## config.mk

```make
export PLATFORM = sky130hd
export DESIGN_NAME = fetch_unit
export DESIGN_NICKNAME = d
export VERILOG_FILES = /design/src/rtl/fetch_unit_pkg.sv /design/src/rtl/fetch_unit.sv
export SDC_FILE = /design/constraint.sdc
export NUM_CORES = 1
export LEC_CHECK = 0
export CORE_UTILIZATION = 41
export DETAILED_ROUTE_END_ITERATION = 16
export GPL_ROUTABILITY_DRIVEN = 1
export PLACE_DENSITY = 0.73
export SYNTH_ARGS = -nofsm -noshare
export SYNTH_HDL_FRONTEND = slang
export SYNTH_SLANG_ARGS = --single-unit
```

## constraint.sdc

```tcl
create_clock -name clk -period 3.2 [get_ports clk]
set_clock_uncertainty 0.2 [all_clocks]
set_input_delay 0.8 -clock clk [delete_from_list [all_inputs] [get_ports clk]]
set_output_delay 0.8 -clock clk [all_outputs]
set_load 0.02 [all_outputs]
```

## src/rtl/fetch_unit_pkg.sv

```systemverilog
// Shared definitions for the fetch stage: state encoding, width defaults and
// instruction field helpers used by decode.
package fetch_unit_pkg;

    localparam int ADDR_W_DEF  = 6;
    localparam int INSTR_W_DEF = 16;
    localparam int PC_MAX      = 63;

    localparam logic [2:0] ST_IDLE  = 3'd0;
    localparam logic [2:0] ST_ISSUE = 3'd1;
    localparam logic [2:0] ST_LATCH = 3'd2;
    localparam logic [2:0] ST_VALID = 3'd3;
    localparam logic [2:0] ST_HALT  = 3'd4;

    typedef struct packed {
        logic [1:0] iclass;
        logic [4:0] opcode;
        logic [8:0] operand;
    } instr_fields_t;

    function automatic logic [1:0] instr_class(input logic [15:0] instr);
        return instr[15:14];
    endfunction

    function automatic logic [4:0] instr_opcode(input logic [15:0] instr);
        return instr[13:9];
    endfunction

endpackage

```

## src/rtl/fetch_unit.sv

```systemverilog
// Fetch stage: owns the PC, drives the registered instruction-memory read port
// and presents each captured word to decode over a valid/ready handshake.
module fetch_unit
    import fetch_unit_pkg::*;
#(
    parameter int ADDR_W  = ADDR_W_DEF,
    parameter int INSTR_W = INSTR_W_DEF
) (
    input  logic               clk,
    input  logic               reset,
    input  logic               clk_enable,
    input  logic               run,
    input  logic [ADDR_W-1:0]  prog_len,
    output logic [ADDR_W-1:0]  read_address,
    input  logic [INSTR_W-1:0] instruction_in,
    output logic [INSTR_W-1:0] instr_out,
    output logic [ADDR_W-1:0]  instr_pc,
    output logic               instr_valid,
    input  logic               instr_ready,
    input  logic               redirect,
    input  logic [ADDR_W-1:0]  redirect_target,
    output logic               halted,
    output logic               fault
);

    localparam logic [ADDR_W-1:0] PC_LAST = ADDR_W'(PC_MAX);
    localparam logic [ADDR_W-1:0] ONE     = ADDR_W'(1);

    logic [2:0]         state;
    logic [ADDR_W-1:0]  pc_p0;
    logic [INSTR_W-1:0] instr_p1;
    logic [ADDR_W-1:0]  instr_pc_p1;
    logic               vld_p1;
    logic               fault_p0;
    logic               redir_ok;
    logic               last_pc;

    // prog_len is compared live so a change while running applies immediately
    assign redir_ok = (redirect_target < prog_len);
    assign last_pc  = (pc_p0 == prog_len - ONE) || (pc_p0 == PC_LAST);

    always_ff @(posedge clk or negedge reset) begin
        if (!reset) begin
            state       <= ST_IDLE;
            pc_p0       <= '0;
            instr_p1    <= '0;
            instr_pc_p1 <= '0;
            vld_p1      <= 1'b0;
            fault_p0    <= 1'b0;
        end else if (clk_enable) begin
            case (state)
                ST_IDLE: begin
                    pc_p0 <= '0;
                    if (run) begin
                        state <= (prog_len == '0) ? ST_HALT : ST_ISSUE;
                    end
                end
                ST_ISSUE, ST_LATCH, ST_VALID: begin
                    // redirect outranks both the capture and the handshake
                    if (redirect) begin
                        vld_p1 <= 1'b0;
                        if (redir_ok) begin
                            pc_p0 <= redirect_target;
                            state <= ST_ISSUE;
                        end else begin
                            fault_p0 <= 1'b1;
                            state    <= ST_HALT;
                        end
                    end else if (state == ST_ISSUE) begin
                        state <= ST_LATCH;
                    end else if (state == ST_LATCH) begin
                        // stage p1: memory word for pc_p0 is on instruction_in now
                        instr_p1    <= instruction_in;
                        instr_pc_p1 <= pc_p0;
                        vld_p1      <= 1'b1;
                        state       <= ST_VALID;
                    end else if (instr_ready) begin
                        vld_p1 <= 1'b0;
                        if (last_pc) begin
                            state <= ST_HALT;
                        end else begin
                            pc_p0 <= pc_p0 + ONE;
                            state <= ST_ISSUE;
                        end
                    end
                end
                ST_HALT: begin
                    if (run && (prog_len != '0)) begin
                        pc_p0    <= '0;
                        fault_p0 <= 1'b0;
                        state    <= ST_ISSUE;
                    end
                end
                default: state <= ST_IDLE;
            endcase
        end
    end

    assign read_address = pc_p0;
    assign instr_out    = instr_p1;
    assign instr_pc     = instr_pc_p1;
    assign instr_valid  = vld_p1;
    assign halted       = (state == ST_HALT);
    assign fault        = fault_p0;

endmodule

```

After elaboration in Yosys (flattened, before gate mapping)
Index checks and enable logic that the tools add are counted.
Storage, ports and cells
  output and inout port bits: 31
  register bits after elaboration: 33
  input port bits: 34
  word-level logic and storage cells: 68
Operators by class
  $lt $le $gt $ge: 1
  equality and inequality tests: 17
  bitwise operators: 2
  multiplexer cells: 26
  add/subtract/negate cells: 2
  reduce and logical (&&, ||, !) cells: 14
Operators with widths (count)
  $mux W6: 7
  $mux W3: 9
  $pmux W6 S3: 1
  $ne A3 B3 Y1 const B: 5
  $reduce_and A5 Y1: 2
  $pmux W3 S3: 1
  $ne A2 B2 Y1 const B: 4
  $reduce_and A4 Y1: 2
  $reduce_and A8 Y1: 1
  $mux W1: 7
  $add A6 B1 Y6 const B: 1
  $eq A3 B2 Y1 const B: 2
  $eq A6 B6 Y1: 1
  $eq A6 B6 Y1 const B: 1
  $logic_not A6 Y1: 1
  $lt A6 B6 Y1: 1
  $reduce_bool A3 Y1: 2
  $reduce_bool A6 Y1: 1
  $sub A6 B1 Y6 const B: 1
  $ne A5 B5 Y1 const B: 1
  $eq A3 B1 Y1 const B: 1
  $eq A3 B3 Y1 const B: 1
  $logic_not A3 Y1: 1
  $reduce_or A3 Y1: 1
  6 further kinds: 7

Logic depth before layout (Yosys ltp)
Gate-level depths: netlist of run 1.
  word-level depth: 9
  mapped depth: 8
  mapped depth without buffers: 8

Least setup slack after synthesis of run 1
Ideal clock, no wire load.
  path type: input port to flip-flop
  start: input port prog_len[2]
  end: register pc_p0[2], in the netlist read_address[2]
  slack: 129 ps
  stages on the path: 8
  required time: 2871 ps
  library setup time: 129 ps
  arrival: 2742 ps
  path buffers: 0
  path through: inv_1 -> ha_1 -> a21o_1 -> a31oi_1 -> o211ai_1 -> a311oi_1 -> nand2_1 -> a2111o_1
Between the ends
  longest elaborated chain between the ends: 5
  elaborated cells between the ends (all ways): 10
  classes of those cells: 1 x add/sub; 1 x order compare; 4 x eq/ne; 4 x reduce/logical
RTL lines
  start, declared: line fetch_unit.sv:13  | input logic [ADDR_W-1:0] prog_len,
  $sub A6 B1 Y6: line fetch_unit.sv:40  | assign last_pc = (pc_p0 == prog_len - ONE) || (pc_p0 == PC_LAST);
  $eq A6 B6 Y1: line fetch_unit.sv:40
  $logic_or A1 B1 Y1: line fetch_unit.sv:40
  $ne A3 B3 Y1 (no source line)
  $reduce_and A8 Y1 (no source line) *
  end signal, assigned: line fetch_unit.sv:63  | pc_p0 <= redirect_target;
  end signal, assigned: line fetch_unit.sv:82  | pc_p0 <= pc_p0 + ONE;
  end, declared: line fetch_unit.sv:30  | logic [ADDR_W-1:0] pc_p0;
Mark *: on every way between the ends. The rest lies on a longest branch, timed or not.
A chain may end at the register's enable or synchronous reset.

Worst setup path in the final report of run 1
  start: input port prog_len[3]
  end: register pc_p0[2], in the netlist read_address[2]
Same word-level chain as after synthesis.

==> out/metrics.cfg, run 1 <==
[run_status]
status = finished, violations left
violations = design-rule violations

[synth]
synth_top_area_share_pct = 42.3
syn_inst = 190
yosys_warnings = 0
ys_seq_area_share_pct = 42.3
synth_edf_count = 0
synth.top_cells.by_area = dfrtp_1 42%, mux2_2 14%, ha_1 5.1%, xnor2_1 2.7%, nand3_1 2.6%
synthTopCellsByCount = 33 x dfrtp_1, 24 x mux2_2, 13 x nand2_1
synth.most_common_cell = dfrtp_1
async_flop_share_pct = 100
yosysUniqueCellTypes = 42
syn_area_sq_um = 1950
synth_fp_nets = 232
synth_top_area_cell = dfrtp_1
synth.avg_cell_area_sq_um = 10.3
ys_ff_latch = 33
ys.flop_type = dfrtp_1

[detailed_routing]
drtPass1Iterations = 11
routed_wl_mm = 4.75
vias = 1789
vias_per_cell = 5.39
drc = 7
first_iter_violations = 146
ant_nets = 0
wl_per_cell_microns = 14.3

[global_route]
grt-busiest-layer = met2
globalRouteMet3Util_pct = 5.13
grt_max_degree = 34
first_global_vias = 1800
grt_usage_pct = 20.0
grt-ovfl-total = 0
met2_usage_pct = 34.7
grt_pass1_wl_mm = 7.97
grt_util_met1_pct = 24.7
antenna_found_initial = 0

[min_path]
hp-class = reg -> reg
hold_depth = 1

[sta]
finalHoldViolations = 0
clock.fmax_ghz = 0.317
min_period_ps = 3150
finalHoldWorstSlack_ps = 305
relSlewSlack_pct = 71.9
setup_viol = 0
worstMarginPinSlew_ps = 421
fin_crit_sh_pct = 98.4
slew_viol_final = 0

[placed_design]
placed_cells = 321
port_buffers = 64
hpwl_mm = 3.48
gp_congestion = 0.868
dpl-instance-area_sq_um = 2810

[floorplan]
die_x_microns = 71.0
die_y_microns = 71.0
core-area_sq_um = 4470
dieArea_sq_um = 5040
start_util_pct = 43.6
row_count = 24
io_pins = 65

[worst_setup_path]
critPathKind = in -> reg
cp.required_ps = 3160
startpoint_type = input pin
cp-end-kind = flip-flop
crit_cells = 7
max_stage_delay_ps = 420
cp_cell_sequence = clkdlybuf4s50_1 > or3_4 > or3_4 > a2111oi_4 > nand4_2 > and3_1 > a2111o_1
cp_common_cell = or3_4
worstPathArrival_ps = 3110
slowest_stage = clkdlybuf4s50_1
worst-path-buf-inv = 1
rrSetupSlack_ps = 720
crit_fanout = 4
ff2ff_path_depth = 6
cpLargestDelayFamily = simple AND/OR/NAND/NOR gates

[cts]
holdBufCountCts = 0
clk_pin_slew_worst_paths_ps = 70
cts_tree = built
worstSkewPairLatency_ps = 280
cts.sinks = 33
clockBufferDepth = 2
root_buffer = clkbuf_8
cts_buffers = 5
htreeDepth = 2

[run]
drv_cap = 0

[power]
power_density_nw_per_um2 = 763
p_total_uw = 2270
max-vdd-ir-drop_uv = 418
p_leak_uw = 0.00131

[final_layout]
layoutNonFillerInstCount = 332
fill_cells = 363
area_growth_syn_to_layout_pct = 52.7
diodes = 0
postLayoutCellArea_sq_um = 2980
drive_gt1_share_pct = 28.2
nNetsFinal = 321

==> layer usage <==
metal | routed length (microns) | part of all wire, %
met1 | 2060 | 43
met2 | 2360 | 50
met3 | 286 | 6.0
met4 | 37 | 0.78
met5 | 0 | 0
==> registers in the layout, summed over array words and instances, names as in the netlist <==
signal        count
fault             1
instr_out        16
instr_pc          6
instr_valid       1
read_address      6
state             3
==> worst reg2reg max path: cells and delay by family (launching register included) <==
| family | cells | cell delay (ps) |
|---|---|---|
| XOR/XNOR | 1 | 180 |
| AO/OA/AOI/OAI | 2 | 780 |
| AND/OR/NAND/NOR | 3 | 740 |
| flip-flops | 1 | 460 |
==> worst paths after layout <==
path                                              from                           to
max                                        prog_len[3]  read_address[2]$_DFFE_PN0P_
min                           instr_out[2]$_DFFE_PN0P_     instr_out[2]$_DFFE_PN0P_
max reg2reg                read_address[5]$_DFFE_PN0P_  read_address[2]$_DFFE_PN0P_
min reg2reg                   instr_out[2]$_DFFE_PN0P_     instr_out[2]$_DFFE_PN0P_
max in group asynchronous                        reset    instr_out[13]$_DFFE_PN0P_
min in group asynchronous                        reset            fault$_DFFE_PN0P_
==> cells by family after synthesis <==
group | synth area share, %
AO/OA/AOI/OAI | 15.5
AND/OR/NAND/NOR | 16.4
multiplexers | 14.4
flip-flops | 42.3
buffers and inverters | 3.53
adder cells (fa/ha/maj) | 5.13
XOR/XNOR | 2.69
==> cells in the final DEF (no fill, tap or decap), drive strengths merged, types with 2 or more instances in the layout <==
master and count:
a21o 2, nand3 10, nor4b 2, clkinv 2, a31oi 7, clkbuf 5
dlymetal6s2s 4, or2 3, nor4 3, nor2b 3, xnor2 6, nor2 10
and3 3, o2bb2ai 3, nor3 2, o21ai 7, nand2 13, a21oi 7
or3 3, mux2 24, ha 8, a41oi 3, dfrtp 33, o22ai 2
inv 8, nand2b 3, buf 28, clkdlybuf4s50 60
==> metrics by stage <==
| stage | worst slack (ps) | util (%) | setup TNS [ps] |
|---|---|---|---|
| after floorplan | 129 | - | 0 |
| after global placement | -296 | 62.7 | -1000 |
| after detailed placement | -339 | 62.7 | -1250 |
| after CTS | 7.64 | 64.8 | 0 |
| after global routing | -32.9 | 66.6 | -91.4 |
| final | 49.9 | 66.6 | 0 |
==> cell type report <==
class	count	area [sq um]	share of cell area, %
clock buffer	5	68.8	2.31
clock inverter	3	17.5	0.588
inverter	8	30.0	1.01
multi-input combinational	139	1110	37.3
sequential	33	826	27.7
tap	52	65.1	2.18
timing repair buffer	92	861	28.9
==> power breakdown <==
part / switching, uW / leakage (uW) / internal (uW)
Combinational: 560 / 0.000862 / 633
Clock: 151 / 0.0000439 / 150
Sequential: 179 / 0.000408 / 600
==> repair_timing <==
item,CTS,global route
endpoints found under the setup margin,3,3
setup buffers,1,2
gates resized for setup,1,16
pin swaps,2,8
Power figures use the tool's default switching activity.
==> run 2: changes to the inputs <==
--- a/config.mk
+++ b/config.mk
@@ -5,10 +5,11 @@
 export SDC_FILE = /design/constraint.sdc
 export NUM_CORES = 1
 export LEC_CHECK = 0
+export ABC_AREA = 1
 export CORE_UTILIZATION = 41
 export DETAILED_ROUTE_END_ITERATION = 16
 export GPL_ROUTABILITY_DRIVEN = 1
-export PLACE_DENSITY = 0.73
+export PLACE_DENSITY = 0.72
 export SYNTH_ARGS = -nofsm -noshare
 export SYNTH_HDL_FRONTEND = slang
 export SYNTH_SLANG_ARGS = --single-unit
==> out/metrics.cfg, run 2 <==
[run_status]
status = complete, no violations

[placed_design]
gp_congestion = 0.846
dpl-instance-area_sq_um = 2730
dpl_worst_slack_ps = 114
hpwl_mm = 3.37
port_buffers = 64
placed_cells = 371

[worst_setup_path]
worstPathArrival_ps = 2790
cp-end-kind = flip-flop
worst-path-buf-inv = 2
slowest_stage = clkdlybuf4s50_1
cp_common_cell = nand2_1
max_stage_delay_ps = 470
startpoint_type = input pin
cp.required_ps = 3170
cp_cell_sequence = clkdlybuf4s50_1 > inv_1 > ha_1 > a21boi_0 > o21ai_0 > nand2_1 > nand2_1 > and3_1 > nand3_2 > nand2_1 > nand2_1
critPathKind = in -> reg
crit_fanout = 7
cpLargestDelayFamily = simple AND/OR/NAND/NOR gates

[floorplan]
die_x_microns = 72.4
row_count = 25
start_util_pct = 42.7
core-area_sq_um = 4750
die_y_microns = 72.4
dieArea_sq_um = 5240
io_pins = 65

[cts]
cts.sinks = 33
worstSkewPairLatency_ps = 280
clk_pin_slew_worst_paths_ps = 60
clockBufferDepth = 2
cts_tree = built
htreeDepth = 2
cts_setup_buffers = 0
cts_buffers = 5
root_buffer = clkbuf_8
cts_resized = 0
holdBufCountCts = 0

[detailed_routing]
vias_per_cell = 4.75
wl_per_cell_microns = 11.6
drc = 0
routed_wl_mm = 4.38
drtPass1Iterations = 4
first_iter_violations = 97
vias = 1800
ant_nets = 0

[final_layout]
largest_reg_flops = 16
postLayoutCellArea_sq_um = 2810
register_area_sq_um = 826
diodes = 0
drive_gt1_share_pct = 11.9
mostFrequentLayoutCells = 69 x nand2_1, 64 x clkdlybuf4s50_1, 33 x dfrtp_1, 27 x inv_1, 19 x nor2_1
multi_input_area_sq_um = 1040
area_growth_syn_to_layout_pct = 38.3
layoutNonFillerInstCount = 379
nNetsFinal = 353
mostFrequentLayoutCell = nand2_1
fill_cells = 436

[synth]
synth.top_cells.by_area = dfrtp_1 41%, nand2_1 13%, mux2_2 8.9%, inv_1 5.0%, ha_1 4.9%
ys.flop_type = dfrtp_1
yosysUniqueCellTypes = 34
synthTopCellsByCount = 69 x nand2_1, 33 x dfrtp_1, 27 x inv_1
synth.most_common_cell = nand2_1
syn_inst = 243
ys_ff_latch = 33
syn_area_sq_um = 2030
synth_top_area_share_pct = 40.7
async_flop_share_pct = 100
synth_edf_count = 0
yosys_warnings = 0
synth.avg_cell_area_sq_um = 8.35
ys_seq_area_share_pct = 40.7
synth_fp_nets = 285
synth_top_area_cell = dfrtp_1

[sta]
finalHoldWorstSlack_ps = 282
rsz0062_at_grt = no
worstMarginPinSlew_ps = 422
clock.fmax_ghz = 0.354
fin_crit_sh_pct = 88.3
setup_viol = 0
finalSetupTns_ps = 0
slew_viol_final = 0
min_period_ps = 2830
setup_ws_ps = 373
finalHoldViolations = 0
relSlewSlack_pct = 71.9

[global_route]
grt_max_degree = 34
grt_usage_pct = 17.8
antenna_found_initial = 0
grt_pass1_wl_mm = 7.29
first_global_vias = 1677
grt-ovfl-total = 0

[power]
sw_frac_of_total_pct = 40.7
p_int_uw = 1330
switchingPower_uw = 912
p_comb_share_pct = 53.8
share_seq_of_total_power_pct = 33.1
p_leak_uw = 0.00134
clockPowerShare_pct = 13.1
max-vdd-ir-drop_uv = 398
power_density_nw_per_um2 = 799

[min_path]
hp-class = reg -> reg

[run]
drv_cap = 0

[run 2: cell types whose count changed after synthesis, sizes merged, moves of 7 or more]
cell,change
clkbuf,-7
inv,+21
mux2,-8
nand2,+57
nand4,+7
nor2,+13
[run 2: cell families (layout without fill, tap and decap cells)]
family	count (synthesis)	count (layout)	share of synthesized area, %
fa+ha+maj	8	8	4.93
compound gates	24	24	7.77
mux	16	16	8.88
buf+inv	35	104	7.89
xor+xnor	5	5	2.16
simple gates	122	122	27.7
flops	33	33	40.7
[run 2: layer usage]
layer  vias to the layer above  global-route usage, %  routed length, microns
met3                         7                   4.31                     213
met1                       818                   23.7                    2010
li1                        926                      -                       -
met4                         0                   5.23                      50
met5                         -                      0                       0
met2                        49                   28.8                    2110
[run 2: metrics by stage]
step | total power (uW) | utilization, %
after floorplan | 1460 | -
after global placement | 1940 | 57.3
after detailed placement | 1960 | 57.3
after CTS | 2270 | 59.1
after global routing | 2410 | 59.1
final | 2240 | 59.1
[run 2: cell type report]
class | count | area share, %
Timing Repair Buffer | 67 | 23.6
Inverter | 29 | 3.88
Sequential cell | 33 | 29.4
Multi-Input combinational cell | 175 | 37.2
Tap cell | 67 | 2.99
Clock buffer | 6 | 2.58
Clock inverter | 2 | 0.357
[run 2: worst paths after layout]
| kind | start | endpoint | slack, ps | cells past startpoint |
|---|---|---|---|---|
| setup / recovery | prog_len[1] | read_address[1]$_DFFE_PN0P_ | 370 | 11 |
| min in group asynchronous | reset | instr_pc[0]$_DFFE_PN0P_ | 730 | 2 |
| setup reg to reg | read_address[4]$_DFFE_PN0P_ | read_address[1]$_DFFE_PN0P_ | 1290 | 12 |
| max in group asynchronous | reset | fault$_DFFE_PN0P_ | 1760 | 2 |
| hold / removal | instr_pc[2]$_DFFE_PN0P_ | instr_pc[2]$_DFFE_PN0P_ | 280 | 2 |
| hold reg to reg | instr_pc[2]$_DFFE_PN0P_ | instr_pc[2]$_DFFE_PN0P_ | 280 | 2 |
[run 2: power groups by stage]
stage / sequential [uW] / combinational (uW) / clock (uW)
6_report: 743 / 1210 / 294
5_1_grt: 766 / 1320 / 327
4_1_cts: 744 / 1220 / 310
3_5_place_dp: 749 / 1210 / 0
3_3_place_gp: 746 / 1200 / 0
2_1_floorplan: 947 / 513 / 0
[run 2: worst reg2reg max path, stage by stage, from the launching register on]
cell and delay, ps:
dfrtp_1 450, inv_1 160, nand2_1 90, nand2_1 70, nand2_1 50, nand2_1 60
nor2_1 40, nand3_1 110, nand3_1 80, nand2_1 190, nand3_2 170, nand2_1 90
nand2_1 50
==> run 3: changes to the inputs <==
--- a/config.mk
+++ b/config.mk
@@ -9,6 +9,7 @@
 export CORE_UTILIZATION = 41
 export DETAILED_ROUTE_END_ITERATION = 16
 export GPL_ROUTABILITY_DRIVEN = 1
+export GPL_TIMING_DRIVEN = 0
 export PLACE_DENSITY = 0.72
 export SYNTH_ARGS = -nofsm -noshare
 export SYNTH_HDL_FRONTEND = slang
==> constraint.sdc (replaced) <==
create_clock -name clk -period 3.6 [get_ports clk]
set_clock_uncertainty 0.2 [all_clocks]
set_input_delay 0.9 -clock clk [delete_from_list [all_inputs] [get_ports clk]]
set_output_delay 0.9 -clock clk [all_outputs]
set_load 0.02 [all_outputs]
==> out/metrics.cfg, run 3 (synthesized netlist as in run 2, its figures left out) <==
[run_status]
status = complete, no violations

[floorplan]
core-area_sq_um = 4750
row_count = 25
die_x_microns = 72.4
die_y_microns = 72.4
io_pins = 65
dieArea_sq_um = 5240
start_util_pct = 42.7

[min_path]
hp-class = reg -> reg

[sta]
fin_crit_sh_pct = 81.5
finalHoldViolations = 0
worstMarginPinSlew_ps = 742
setup_viol = 0
min_period_ps = 2930
clock.fmax_ghz = 0.341
slew_viol_final = 0
finalSetupTns_ps = 0
relSlewSlack_pct = 50.5
rsz0062_at_grt = no

[detailed_routing]
ant_nets = 0
routed_wl_mm = 4.48
wl_per_cell_microns = 11.7
first_iter_violations = 69
vias = 1788
drc = 0
vias_per_cell = 4.69
drtPass1Iterations = 4

[cts]
clockBufferDepth = 2
cts.sinks = 33
root_buffer = clkbuf_8
cts_resized = 0
clk_pin_slew_worst_paths_ps = 60
cts_tree = built
cts_setup_buffers = 0
worstSkewPairLatency_ps = 280
holdBufCountCts = 0
cts_buffers = 5
htreeDepth = 2

[placed_design]
gp_congestion = 0.843
port_buffers = 63
hpwl_mm = 3.46

[global_route]
first_global_vias = 1733
grt-ovfl-total = 0
grt_max_degree = 34
grt_pass1_wl_mm = 7.56
antenna_found_initial = 0
grt_usage_pct = 18.6

[worst_setup_path]
worstPathArrival_ps = 2910
cp.required_ps = 3570
max_stage_delay_ps = 470
critPathKind = in -> reg
startpoint_type = input pin
cp_common_cell = nand2_1
cp-end-kind = flip-flop
cp_cell_sequence = clkdlybuf4s50_1 > inv_1 > ha_1 > a21boi_0 > o21ai_0 > nand2_1 > nand2_1 > and3_1 > buf_4 > nand3_2 > nand2_1 > nand2_1
slowest_stage = clkdlybuf4s50_1
crit_fanout = 7

[final_layout]
largest_reg_flops = 16
final_util_pct = 59.3
fill_cells = 443
diodes = 0
nNetsFinal = 355
mostFrequentLayoutCell = nand2_1
area_growth_syn_to_layout_pct = 39.0
mostFrequentLayoutCells = 69 x nand2_1, 62 x clkdlybuf4s50_1, 33 x dfrtp_1, 27 x inv_1, 19 x nor2_1
drive_gt1_share_pct = 13.1

[power]
p_leak_uw = 0.00135
max-vdd-ir-drop_uv = 410
power_density_nw_per_um2 = 714

[run]
drv_cap = 0

## run 3: cell count changes in the layout (fill, tap and decap cells not counted), sizes merged
cell,previous run,this run
buf,3,5
clkbuf,6,8
clkdlybuf4s50,64,62
## run 3: metrics by stage
stage	hold WS (ps)	cell area [sq um]	setup slack (ps)	power, uW	cells
2_1_floorplan	300	2030	1030	1300	243
3_3_place_gp	264	2740	386	1750	373
3_5_place_dp	272	2740	386	1760	373
4_1_cts	289	2820	675	2040	381
5_1_grt	315	2820	465	2170	381
6_report	281	2820	665	2020	381
## run 3: metal layers
| metal | global-route usage [%] | wire (microns) | up-vias |
|---|---|---|---|
| met5 | 0 | 0 | - |
| met4 | 4.58 | 0 | 0 |
| met3 | 5.00 | 244 | 0 |
| met2 | 31.2 | 2200 | 51 |
| met1 | 23.9 | 2030 | 811 |
| li1 | - | - | 926 |
## run 3: power breakdown
group | switching, uW | internal (uW) | total, uW
clock network | 130 | 134 | 263
logic | 575 | 522 | 1100
registers | 116 | 540 | 656
## run 3: layout make-up
| cell class | instances | area [sq um] | share of cell area, % |
|---|---|---|---|
| multi-input cells | 175 | 1040 | 37.0 |
| flip-flops and latches | 33 | 826 | 29.3 |
| repair buffers | 63 | 626 | 22.2 |
| inverters | 29 | 109 | 3.86 |
| well taps | 67 | 83.8 | 2.97 |
| clock buffers | 6 | 72.6 | 2.57 |
| plain buffers | 6 | 51.3 | 1.82 |
| clock inverters | 2 | 10.0 | 0.355 |
## run 3: final timing paths
| check | endpoint | cells past startpoint | startpoint | slack (ps) |
|---|---|---|---|---|
| worst max-delay path | read_address[5]$_DFFE_PN0P_ | 12 | prog_len[1] | 670 |
| worst min-delay path | instr_pc[0]$_DFFE_PN0P_ | 2 | instr_pc[0]$_DFFE_PN0P_ | 280 |
| worst max register to register | read_address[5]$_DFFE_PN0P_ | 11 | read_address[3]$_DFFE_PN0P_ | 1680 |
| worst min register to register | instr_pc[0]$_DFFE_PN0P_ | 2 | instr_pc[0]$_DFFE_PN0P_ | 280 |
| max in group asynchronous | fault$_DFFE_PN0P_ | 1 | reset | 2240 |
| min in group asynchronous | instr_pc[3]$_DFFE_PN0P_ | 1 | reset | 480 |
## run 3: worst max-delay path: cells and delay by family
family,cells,cell delay [ps]
fa+ha+maj,1,280
simple gates,6,660
compound gates,2,360
buf+inv,3,700
